===== config.mk =====
export PLATFORM = sky130hd
export DESIGN_NAME = fp_mul_issuer_flat
export DESIGN_NICKNAME = d
export VERILOG_FILES = /design/src/rtl/fp_mul_issuer_if.sv /design/src/rtl/fp_mul_issuer.sv /design/src/flat_wrapper.sv
export SDC_FILE = /design/constraint.sdc
export NUM_CORES = 1
export LEC_CHECK = 0
export CAP_MARGIN = 20
export CELL_PAD_IN_SITES_DETAIL_PLACEMENT = 2
export CELL_PAD_IN_SITES_GLOBAL_PLACEMENT = 2
export CORE_MARGIN = 2
export CORE_UTILIZATION = 28
export CTS_CLUSTER_SIZE = 28
export DETAILED_ROUTE_END_ITERATION = 10
export PLACE_DENSITY = 0.86
export RECOVER_POWER = 100
export SLEW_MARGIN = 40
export SYNTH_ARGS = -nofsm -noshare
export SYNTH_HDL_FRONTEND = slang
export SYNTH_SLANG_ARGS = --single-unit

===== constraint.sdc =====
create_clock -name clk -period 3.7 [get_ports clk]
set_clock_uncertainty 0.05 [all_clocks]
set_input_delay 1.11 -clock clk [delete_from_list [all_inputs] [get_ports clk]]
set_output_delay 1.11 -clock clk [all_outputs]
set_load 0.01 [all_outputs]

===== src/rtl/fp_mul_issuer_if.sv =====
// Signal bundle between the FP multiply issuer and its neighbours: issue stage,
// strobe/ack multiplier operand port and writeback. master = issuer side.
interface fp_mul_issuer_if #(
    parameter int TAG_W = 5,
    parameter int CNT_W = 16
);
    logic              req_valid;
    logic              req_ready;
    logic [31:0]       req_a;
    logic [31:0]       req_b;
    logic [TAG_W-1:0]  req_tag;

    logic [31:0]       mul_in_A;
    logic              mul_strb_A;
    logic              mul_in_A_ack;
    logic [31:0]       mul_in_B;
    logic              mul_strb_B;
    logic              mul_in_B_ack;
    logic [31:0]       mul_prod;
    logic              mul_prod_stb;
    logic              mul_prod_ack;

    logic              rsp_valid;
    logic              rsp_ready;
    logic [31:0]       rsp_data;
    logic [TAG_W-1:0]  rsp_tag;
    logic              rsp_timeout;
    logic [CNT_W-1:0]  rsp_cycles;

    logic              busy;

    modport master (
        input  req_valid, req_a, req_b, req_tag,
        output req_ready,
        output mul_in_A, mul_strb_A, mul_in_B, mul_strb_B, mul_prod_ack,
        input  mul_in_A_ack, mul_in_B_ack, mul_prod, mul_prod_stb,
        output rsp_valid, rsp_data, rsp_tag, rsp_timeout, rsp_cycles,
        input  rsp_ready,
        output busy
    );

    modport slave (
        output req_valid, req_a, req_b, req_tag,
        input  req_ready,
        input  mul_in_A, mul_strb_A, mul_in_B, mul_strb_B, mul_prod_ack,
        output mul_in_A_ack, mul_in_B_ack, mul_prod, mul_prod_stb,
        input  rsp_valid, rsp_data, rsp_tag, rsp_timeout, rsp_cycles,
        output rsp_ready,
        input  busy
    );
endinterface


===== src/rtl/fp_mul_issuer.sv =====
// Single-outstanding FP multiply front end: strobe/ack operand delivery,
// 4-phase product acknowledge, timeout and latency reporting to writeback.
module fp_mul_issuer #(
    parameter int TAG_W       = 5,
    parameter int TIMEOUT_CYC = 64,
    parameter int CNT_W       = 16
) (
    input  logic            clk,
    input  logic            reset_n,
    fp_mul_issuer_if.master bus
);
    localparam int          DWELL_W = $clog2(TIMEOUT_CYC + 1);
    localparam logic [31:0] QNAN    = 32'h7FC0_0000;

    typedef enum logic [2:0] {S_IDLE, S_SEND, S_WAIT, S_ACK, S_RESP} state_t;

    state_t             state, state_next;
    logic [31:0]        in_a_q, in_b_q, data_q;
    logic               strb_a_q, strb_b_q, prod_ack_q, timeout_q;
    logic [TAG_W-1:0]   tag_q;
    logic [CNT_W-1:0]   cnt_q, cycles_q, cnt_inc;
    logic [DWELL_W-1:0] dwell_q;
    logic               a_done, b_done, dwell_expired;

    always_ff @(posedge clk or negedge reset_n) begin
        if (!reset_n) state <= S_IDLE;
        else          state <= state_next;
    end

    always_comb begin
        state_next       = state;
        cnt_inc          = (cnt_q == '1) ? cnt_q : cnt_q + CNT_W'(1);
        a_done           = !strb_a_q || bus.mul_in_A_ack;
        b_done           = !strb_b_q || bus.mul_in_B_ack;
        dwell_expired    = (dwell_q == DWELL_W'(TIMEOUT_CYC - 1));

        unique case (state)
            S_IDLE: if (bus.req_valid)         state_next = S_SEND;
            S_SEND: if (a_done && b_done)      state_next = S_WAIT;
            S_WAIT: begin
                // timeout takes priority over a product arriving in the same cycle
                if (dwell_expired)             state_next = S_RESP;
                else if (bus.mul_prod_stb)     state_next = S_ACK;
            end
            S_ACK:  if (!bus.mul_prod_stb)     state_next = S_RESP;
            S_RESP: if (bus.rsp_ready)         state_next = S_IDLE;
            default:                           state_next = S_IDLE;
        endcase

        bus.req_ready    = (state == S_IDLE);
        bus.busy         = (state != S_IDLE);
        bus.rsp_valid    = (state == S_RESP);
        bus.mul_in_A     = in_a_q;
        bus.mul_in_B     = in_b_q;
        bus.mul_strb_A   = strb_a_q;
        bus.mul_strb_B   = strb_b_q;
        bus.mul_prod_ack = prod_ack_q;
        bus.rsp_data     = data_q;
        bus.rsp_tag      = tag_q;
        bus.rsp_timeout  = timeout_q;
        bus.rsp_cycles   = cycles_q;
    end

    always_ff @(posedge clk or negedge reset_n) begin
        if (!reset_n) begin
            in_a_q     <= '0;
            in_b_q     <= '0;
            data_q     <= '0;
            tag_q      <= '0;
            strb_a_q   <= 1'b0;
            strb_b_q   <= 1'b0;
            prod_ack_q <= 1'b0;
            timeout_q  <= 1'b0;
            cnt_q      <= '0;
            cycles_q   <= '0;
            dwell_q    <= '0;
        end else begin
            unique case (state)
                S_IDLE: begin
                    if (bus.req_valid) begin
                        in_a_q   <= bus.req_a;
                        in_b_q   <= bus.req_b;
                        tag_q    <= bus.req_tag;
                        strb_a_q <= 1'b1;
                        strb_b_q <= 1'b1;
                        cnt_q    <= '0;
                    end
                end
                S_SEND: begin
                    cnt_q   <= cnt_inc;
                    dwell_q <= '0;
                    if (strb_a_q && bus.mul_in_A_ack) strb_a_q <= 1'b0;
                    if (strb_b_q && bus.mul_in_B_ack) strb_b_q <= 1'b0;
                end
                S_WAIT: begin
                    cnt_q   <= cnt_inc;
                    dwell_q <= dwell_q + DWELL_W'(1);
                    if (dwell_expired) begin
                        data_q    <= QNAN;
                        timeout_q <= 1'b1;
                        cycles_q  <= cnt_inc;
                    end else if (bus.mul_prod_stb) begin
                        data_q     <= bus.mul_prod;
                        prod_ack_q <= 1'b1;
                    end
                end
                S_ACK: begin
                    cnt_q <= cnt_inc;
                    if (!bus.mul_prod_stb) begin
                        prod_ack_q <= 1'b0;
                        cycles_q   <= cnt_inc;
                    end
                end
                S_RESP: begin
                    if (bus.rsp_ready) timeout_q <= 1'b0;
                end
                default: ;
            endcase
        end
    end
endmodule


===== src/flat_wrapper.sv =====
// flat-port wrapper written by rule: the top's interface ports become plain ports
module fp_mul_issuer_flat 
#(
    parameter int TAG_W       = 5,
    parameter int TIMEOUT_CYC = 64,
    parameter int CNT_W       = 16
)
  (clk, reset_n, bus_req_valid, bus_req_a, bus_req_b, bus_req_tag, bus_req_ready, bus_mul_in_A, bus_mul_strb_A, bus_mul_in_B, bus_mul_strb_B, bus_mul_prod_ack, bus_mul_in_A_ack, bus_mul_in_B_ack, bus_mul_prod, bus_mul_prod_stb, bus_rsp_valid, bus_rsp_data, bus_rsp_tag, bus_rsp_timeout, bus_rsp_cycles, bus_rsp_ready, bus_busy);
  fp_mul_issuer_if #(.TAG_W(TAG_W), .CNT_W(CNT_W)) bus_i ();
  input  logic clk;
  input  logic reset_n;
  input wire logic [$bits(bus_i.req_valid)-1:0] bus_req_valid;
  input wire logic [$bits(bus_i.req_a)-1:0] bus_req_a;
  input wire logic [$bits(bus_i.req_b)-1:0] bus_req_b;
  input wire logic [$bits(bus_i.req_tag)-1:0] bus_req_tag;
  output wire logic [$bits(bus_i.req_ready)-1:0] bus_req_ready;
  output wire logic [$bits(bus_i.mul_in_A)-1:0] bus_mul_in_A;
  output wire logic [$bits(bus_i.mul_strb_A)-1:0] bus_mul_strb_A;
  output wire logic [$bits(bus_i.mul_in_B)-1:0] bus_mul_in_B;
  output wire logic [$bits(bus_i.mul_strb_B)-1:0] bus_mul_strb_B;
  output wire logic [$bits(bus_i.mul_prod_ack)-1:0] bus_mul_prod_ack;
  input wire logic [$bits(bus_i.mul_in_A_ack)-1:0] bus_mul_in_A_ack;
  input wire logic [$bits(bus_i.mul_in_B_ack)-1:0] bus_mul_in_B_ack;
  input wire logic [$bits(bus_i.mul_prod)-1:0] bus_mul_prod;
  input wire logic [$bits(bus_i.mul_prod_stb)-1:0] bus_mul_prod_stb;
  output wire logic [$bits(bus_i.rsp_valid)-1:0] bus_rsp_valid;
  output wire logic [$bits(bus_i.rsp_data)-1:0] bus_rsp_data;
  output wire logic [$bits(bus_i.rsp_tag)-1:0] bus_rsp_tag;
  output wire logic [$bits(bus_i.rsp_timeout)-1:0] bus_rsp_timeout;
  output wire logic [$bits(bus_i.rsp_cycles)-1:0] bus_rsp_cycles;
  input wire logic [$bits(bus_i.rsp_ready)-1:0] bus_rsp_ready;
  output wire logic [$bits(bus_i.busy)-1:0] bus_busy;
  assign bus_i.req_valid = bus_req_valid;
  assign bus_i.req_a = bus_req_a;
  assign bus_i.req_b = bus_req_b;
  assign bus_i.req_tag = bus_req_tag;
  assign bus_req_ready = bus_i.req_ready;
  assign bus_mul_in_A = bus_i.mul_in_A;
  assign bus_mul_strb_A = bus_i.mul_strb_A;
  assign bus_mul_in_B = bus_i.mul_in_B;
  assign bus_mul_strb_B = bus_i.mul_strb_B;
  assign bus_mul_prod_ack = bus_i.mul_prod_ack;
  assign bus_i.mul_in_A_ack = bus_mul_in_A_ack;
  assign bus_i.mul_in_B_ack = bus_mul_in_B_ack;
  assign bus_i.mul_prod = bus_mul_prod;
  assign bus_i.mul_prod_stb = bus_mul_prod_stb;
  assign bus_rsp_valid = bus_i.rsp_valid;
  assign bus_rsp_data = bus_i.rsp_data;
  assign bus_rsp_tag = bus_i.rsp_tag;
  assign bus_rsp_timeout = bus_i.rsp_timeout;
  assign bus_rsp_cycles = bus_i.rsp_cycles;
  assign bus_i.rsp_ready = bus_rsp_ready;
  assign bus_busy = bus_i.busy;
  fp_mul_issuer #(.TAG_W(TAG_W), .TIMEOUT_CYC(TIMEOUT_CYC), .CNT_W(CNT_W)) u_core (.clk(clk), .reset_n(reset_n), .bus(bus_i));
endmodule

==> reports/summary.txt, run 1 <==
# fillers: 2352
Clk slew on worst S/H paths: 0.07 ns
Status: finished, violations left
Ranking of synthesized cells by area: dfrtp_1 58%, nand2_1 15%, a22o_1 3.3%, o21ai_0 3.1%, a21oi_1 1.9%
Footprint of the multi-input gates: 2450 µm²
Top_reg_cell synth: dfrtp_1
CTS Sinks: 147
Cts bufs inserted: 17
Vias in the first global route: 6543
Area growth, synth to finish: 50.4%
TritonCTS clock tree: yes
Root buffer cell: clkbuf_16
DRT iter0 DRCs: 232
Mean Syn Cell Area: 9.40 µm²
Vias per cell: 4.99
# hold bufs at CTS: 0
CP Max Fanout: 4
Post-synthesis async set-or-reset flop share: 100%
Vias: 5919
P per Cell Area: 812 nW/µm²
Clock power frac: 23.7%
Leakage: 0.00444 µW
Fin. Hold Viols: 0
PortBufs: 231
Critical Path RT: 2.54 ns
Post-CTS sizing: 0
RSZ-0062 raised after global routing: no
Maximum vdd drop: 274 µV
Sequential power share: 34.4%
IO Count: 232
Hold WS: 0.417 ns
Netlist Area Pre-Place: 6320 µm²
WP data arrival: 2.11 ns
Synthesized flop and latch total: 147
Number of placement rows: 54
Fmax: 0.306 GHz
Commonest cells after routing, fill and taps aside: 247 x nand2_1, 147 x dfrtp_1, 125 x dlygate4sd3_1
Final min period: 3.27 ns
Slew of the pin with the lowest slew margin: 1.55 ns
Register area share after synthesis: 58.2%
HPWL after DPL: 16200 µm
Internal power: 4840 µW
CORE AREA: 22000 µm²
Synth cell types: 46
Largest net degree at the start of global routing: 77
Most common cell after layout, fill and taps aside: nand2_1
Number of setup violations in the final report: 0
H-Tree Depth: 4
Final Net Count: 1002
Net count of the mapped netlist: 782
Relative slew slack: -3.22%
CP endpoint kind: output port
First-pass GRT wire length: 37100 µm
DIE HEIGHT: 154 µm
Hold crit path type: flop to flop
Remaining DRCs: 0
FF+latch area: 3680 µm²
Crit start category: flop
Placer Congestion: 0.768
Fin crit share: 88.3%
Slew Limit Fails: 135
Reg2Reg Depth: 6
Maximum clock path buffer count: 2
Total power: 7720 µW
Antenna Nets Post-Route: 0
Number of synthesized flops with an enable pin: 0
Postcts setup bufs: 0
Max Cap Viol: 2
Total length of routed wires: 22700 µm
Tot GR Track Use: 19.8%
Clk_lat worst skew: 0.42 ns
Combinational Power Share: 41.9%
Mapped Cells: 672
Hold Crit Depth: 2
Average wire per standard cell: 19.2 µm
Share of cells above drive strength 1: 5.64%
Die Width: 154 µm
Top-area cell type share of the netlist area: 58.2%
Sw Pwr: 2880 µW
Setup TNS Final: 0 ns
Die area: 23800 µm²
Top cell type by total area after synthesis: dfrtp_1
Initial antenna violation count: 1
Syn. warnings: 0
Worst setup path class: flop to output port
Detailed Routing Iterations Pass 1: 4
Failing checks: max-capacitance violations, max-slew violations
Switching Fraction: 37.3%
Gr ovfl total: 0
Initial Util: 28.8%
## cells by family (layout without fill, tap and decap cells)
family,count (synthesis),after routing,share of synthesized area [%]
and+or+nand+nor,331,331,22.5
DFF,147,147,58.2
AOI/OAI and AO/OA,130,130,13.6
buffers and inverters,47,280,3.01
xor gates and xnor gates,8,8,1.11
muxes,7,7,1.15
adders and majority gates,2,2,0.396
other,0,1,0
## synth_stat cells, drive strengths merged (4+ instances only)
master and instances:
a21o 4, a21oi 24, a22o 24, a31oi 8, and2 5, and3 8, and4 6, buf 12
clkbuf 31, dfrtp 147, inv 4, mux2i 5, nand2 247, nand2b 4, nand3 12, nand4 8
nor2 23, nor3 7, o21ai 39, o22a 9, o31ai 8, xnor2 6
## sequential cells by signal, indices dropped and copies added, names as in the netlist
signal,cells
u_core.bus.mul_in_A,32
u_core.bus.mul_in_B,32
u_core.bus.mul_prod_ack,1
u_core.bus.mul_strb_A,1
u_core.bus.mul_strb_B,1
u_core.bus.rsp_cycles,16
u_core.bus.rsp_data,32
u_core.bus.rsp_tag,5
u_core.bus.rsp_timeout,1
u_core.cnt_q,16
u_core.dwell_q,7
u_core.state,3
## metal layers
metal	track usage [%]	share of wire (%)	wire (µm)	up-vias
met2	33.9	50	11400	177
met1	24.3	42	9530	2996
met3	6.28	6.4	1470	34
met5	0	0	0	-
li1	-	-	-	2712
met4	4.76	1.7	376	0
## metrics by stage
step                std cells  setup slack, ns  utilization, %  cell area (µm²)
floorplan                 672             1.24               -             6320
global placement         1153            0.803            40.7             8950
detailed placement       1153            0.788            40.7             8950
CTS                      1185            0.321            43.5             9550
global route             1185            0.259            43.3             9500
finish                   1186            0.433            43.3             9510
## layout make-up
| type | count | area share [%] |
|---|---|---|
| flip-flops and latches | 147 | 38.7 |
| multi-input cells | 478 | 25.7 |
| repair buffers | 244 | 25.3 |
| clock buffers | 18 | 4.51 |
| well taps | 280 | 3.69 |
| clock inverters | 14 | 1.87 |
| inverters | 4 | 0.158 |
| diodes | 1 | 0.0263 |
## power groups by stage
stage | Clock, µW | Combinational [µW] | Sequential, µW
5_1_grt | 1950 | 3590 | 2760
6_report | 1830 | 3230 | 2660
4_1_cts | 1880 | 3560 | 2700
3_3_place_gp | 0 | 3400 | 2670
3_5_place_dp | 0 | 3530 | 2720
2_1_floorplan | 0 | 1290 | 2910
## critical path, stage by stage (launching register included)
cell and delay, ns:
dfrtp_1 0.38, nor3_1 0.60, dlygate4sd3_1 0.70
## worst paths after layout
check | startpoint | end | slack, ns
worst max-delay path | u_core.state[2] | bus_req_ready | 0.43
worst min-delay path | u_core.bus.mul_in_B[22] | u_core.bus.mul_in_B[22] | 0.42
worst max register to register | u_core.cnt_q[0] | u_core.cnt_q[15] | 0.76
worst min register to register | u_core.bus.mul_in_B[22] | u_core.bus.mul_in_B[22] | 0.42
max in group asynchronous | reset_n | u_core.bus.mul_in_A[28] | 0.79
min in group asynchronous | reset_n | u_core.bus.mul_prod_ack | 0.99
Note: power is estimated with default switching activity, not from simulation.
==> inputs of run 2 (changes only) <==
--- a/config.mk
+++ b/config.mk
@@ -12,7 +12,7 @@
 export CORE_UTILIZATION = 28
 export CTS_CLUSTER_SIZE = 28
 export DETAILED_ROUTE_END_ITERATION = 10
-export PLACE_DENSITY = 0.86
+export PLACE_DENSITY_LB_ADDON = 0.1
 export RECOVER_POWER = 100
 export SLEW_MARGIN = 40
 export SYNTH_ARGS = -nofsm -noshare
==> reports/summary.txt, run 2 (synthesis results as in run 1) <==
Crit start category: flop (unchanged)
Hold crit path type: flop to flop (unchanged)
Detailed Routing Iterations Pass 1: 4 (unchanged)
Leakage: 0.00444 µW (about the same)
Cts bufs inserted: 17 (unchanged)
Initial Util: 28.8% (unchanged)
Vias: 5869 (was 5919)
Slew of the pin with the lowest slew margin: 2.04 ns (was 1.55 ns)
Failing checks: max-capacitance violations, max-slew violations (unchanged)
DRT iter0 DRCs: 248 (was 232)
Gr ovfl total: 0 (unchanged)
Share of cells above drive strength 1: 5.21% (was 5.64%)
Root buffer cell: clkbuf_16 (unchanged)
Max Cap Viol: 2 (unchanged)
Footprint of the multi-input gates: 2450 µm² (about the same)
TritonCTS clock tree: yes (unchanged)
IO Count: 232 (unchanged)
PortBufs: 231 (unchanged)
H-Tree Depth: 4 (unchanged)
CP Max Fanout: 21 (was 4)
Maximum vdd drop: 268 µV (was 274 µV)
Placer Congestion: 0.794 (was 0.768)
CTS Sinks: 147 (unchanged)
Fin. Hold Viols: 0 (unchanged)
Most common cell after layout, fill and taps aside: nand2_1 (unchanged)
Maximum clock path buffer count: 2 (unchanged)
Die area: 23800 µm² (unchanged)
Average wire per standard cell: 19.6 µm (was 19.2 µm)
RSZ-0062 raised after global routing: no (unchanged)
Total length of routed wires: 23200 µm (was 22700 µm)
Fin crit share: 90.7% (was 88.3%)
Final min period: 3.36 ns (was 3.27 ns)
Remaining DRCs: 0 (unchanged)
Post-CTS sizing: 0 (unchanged)
Placed cell areas: 8940 µm² (was 8950 µm²)
Die Width: 154 µm (unchanged)
Critical Path RT: 2.54 ns (about the same)
Fin area: 9500 µm² (was 9510 µm²)
P per Cell Area: 817 nW/µm² (was 812 nW/µm²)
Antenna Nets Post-Route: 0 (unchanged)
Worst setup path class: flop to output port (unchanged)
First-pass GRT wire length: 37600 µm (was 37100 µm)
Number of placement rows: 54 (unchanged)
Vias in the first global route: 6677 (was 6543)
Postcts setup bufs: 0 (unchanged)
Final Net Count: 1000 (was 1002)
Initial antenna violation count: 2 (was 1)
Largest net degree at the start of global routing: 79 (was 77)
# hold bufs at CTS: 0 (unchanged)
Relative slew slack: -36.2% (was -3.22%)
Vias per cell: 4.96 (was 4.99)
WP data arrival: 2.20 ns (was 2.11 ns)
CP endpoint kind: output port (unchanged)
Number of setup violations in the final report: 0 (unchanged)
CORE AREA: 22000 µm² (unchanged)
FF+latch area: 3680 µm² (unchanged)
Clk slew on worst S/H paths: 0.06 ns (was 0.07 ns)
Slew Limit Fails: 156 (was 135)
Area growth, synth to finish: 50.3% (was 50.4%)
Status: finished, violations left (unchanged)
Fmax: 0.298 GHz (was 0.306 GHz)
Hold WS: 0.420 ns (was 0.417 ns)
Setup TNS Final: 0 ns (unchanged)
# fillers: 2412 (was 2352)
DIE HEIGHT: 154 µm (unchanged)
HPWL after DPL: 16400 µm (was 16200 µm)
Tot GR Track Use: 20.2% (was 19.8%)
Commonest cells after routing, fill and taps aside: 247 x nand2_1, 147 x dfrtp_1, 127 x dlygate4sd3_1 (was 247 x nand2_1, 147 x dfrtp_1, 125 x dlygate4sd3_1)
Clk_lat worst skew: 0.43 ns (was 0.42 ns)
==> run 2: cell count changes in the layout (fill, tap and decap cells not counted), moves of 2 or more <==
cell,change
clkinv_2,+2
dlygate4sd3_1,+2
buf_4,-2
clkdlybuf4s50_1,-2
and2_0,+2
clkinvlp_4,-2
==> run 2: worst paths after layout <==
check                                      startpoint                       to  slack [ns]  cells past startpoint
worst max-delay path                  u_core.state[1]                 bus_busy        0.34                      3
worst min-delay path            u_core.bus.rsp_tag[0]    u_core.bus.rsp_tag[0]        0.42                      2
worst max register to register        u_core.state[1]  u_core.bus.mul_in_A[24]        0.62                      5
worst min register to register  u_core.bus.rsp_tag[0]    u_core.bus.rsp_tag[0]        0.42                      2
max in group asynchronous                     reset_n  u_core.bus.mul_in_A[13]        0.60                      2
min in group asynchronous                     reset_n  u_core.bus.rsp_data[23]        1.20                      1
==> run 2: routing by layer <==
metal,vias to the layer above,GRT usage [%],part of all wire (%)
met5,-,0,0
met4,0,6.76,1.7
met1,2982,23.3,40
met2,146,35.7,52
met3,26,6.22,5.9
li1,2715,-,-
==> run 2: per-stage QoR <==
step	total power [µW]	setup WS (ns)	utilization, %	std cells
global route	8340	0.0748	43.2	1184
floorplan	4210	1.24	-	672
CTS	8170	0.310	43.5	1182
finish	7760	0.343	43.2	1184
detailed placement	6260	0.708	40.7	1151
global placement	6050	0.817	40.7	1151
==> run 2: final cells by class <==
type	count	area share, %
Clock buffer	18	4.52
Tap cell	280	3.69
Inverter	4	0.158
Timing Repair Buffer	242	25.2
Multi-Input combinational cell	478	25.8
Sequential cell	147	38.7
Clock inverter	13	1.92
Antenna cell	2	0.0527
==> run 2: critical path, cell delays in order, from the launching register on <==
cell and delay [ns]:
dfrtp_1 0.62, nor3_1 0.47, inv_1 0.07, dlygate4sd3_1 0.61
==> run 2: power breakdown <==
part           switching, µW  internal, µW
logic                   1740          1490
registers                422          2260
clock network            710          1130
total                   2870          4880
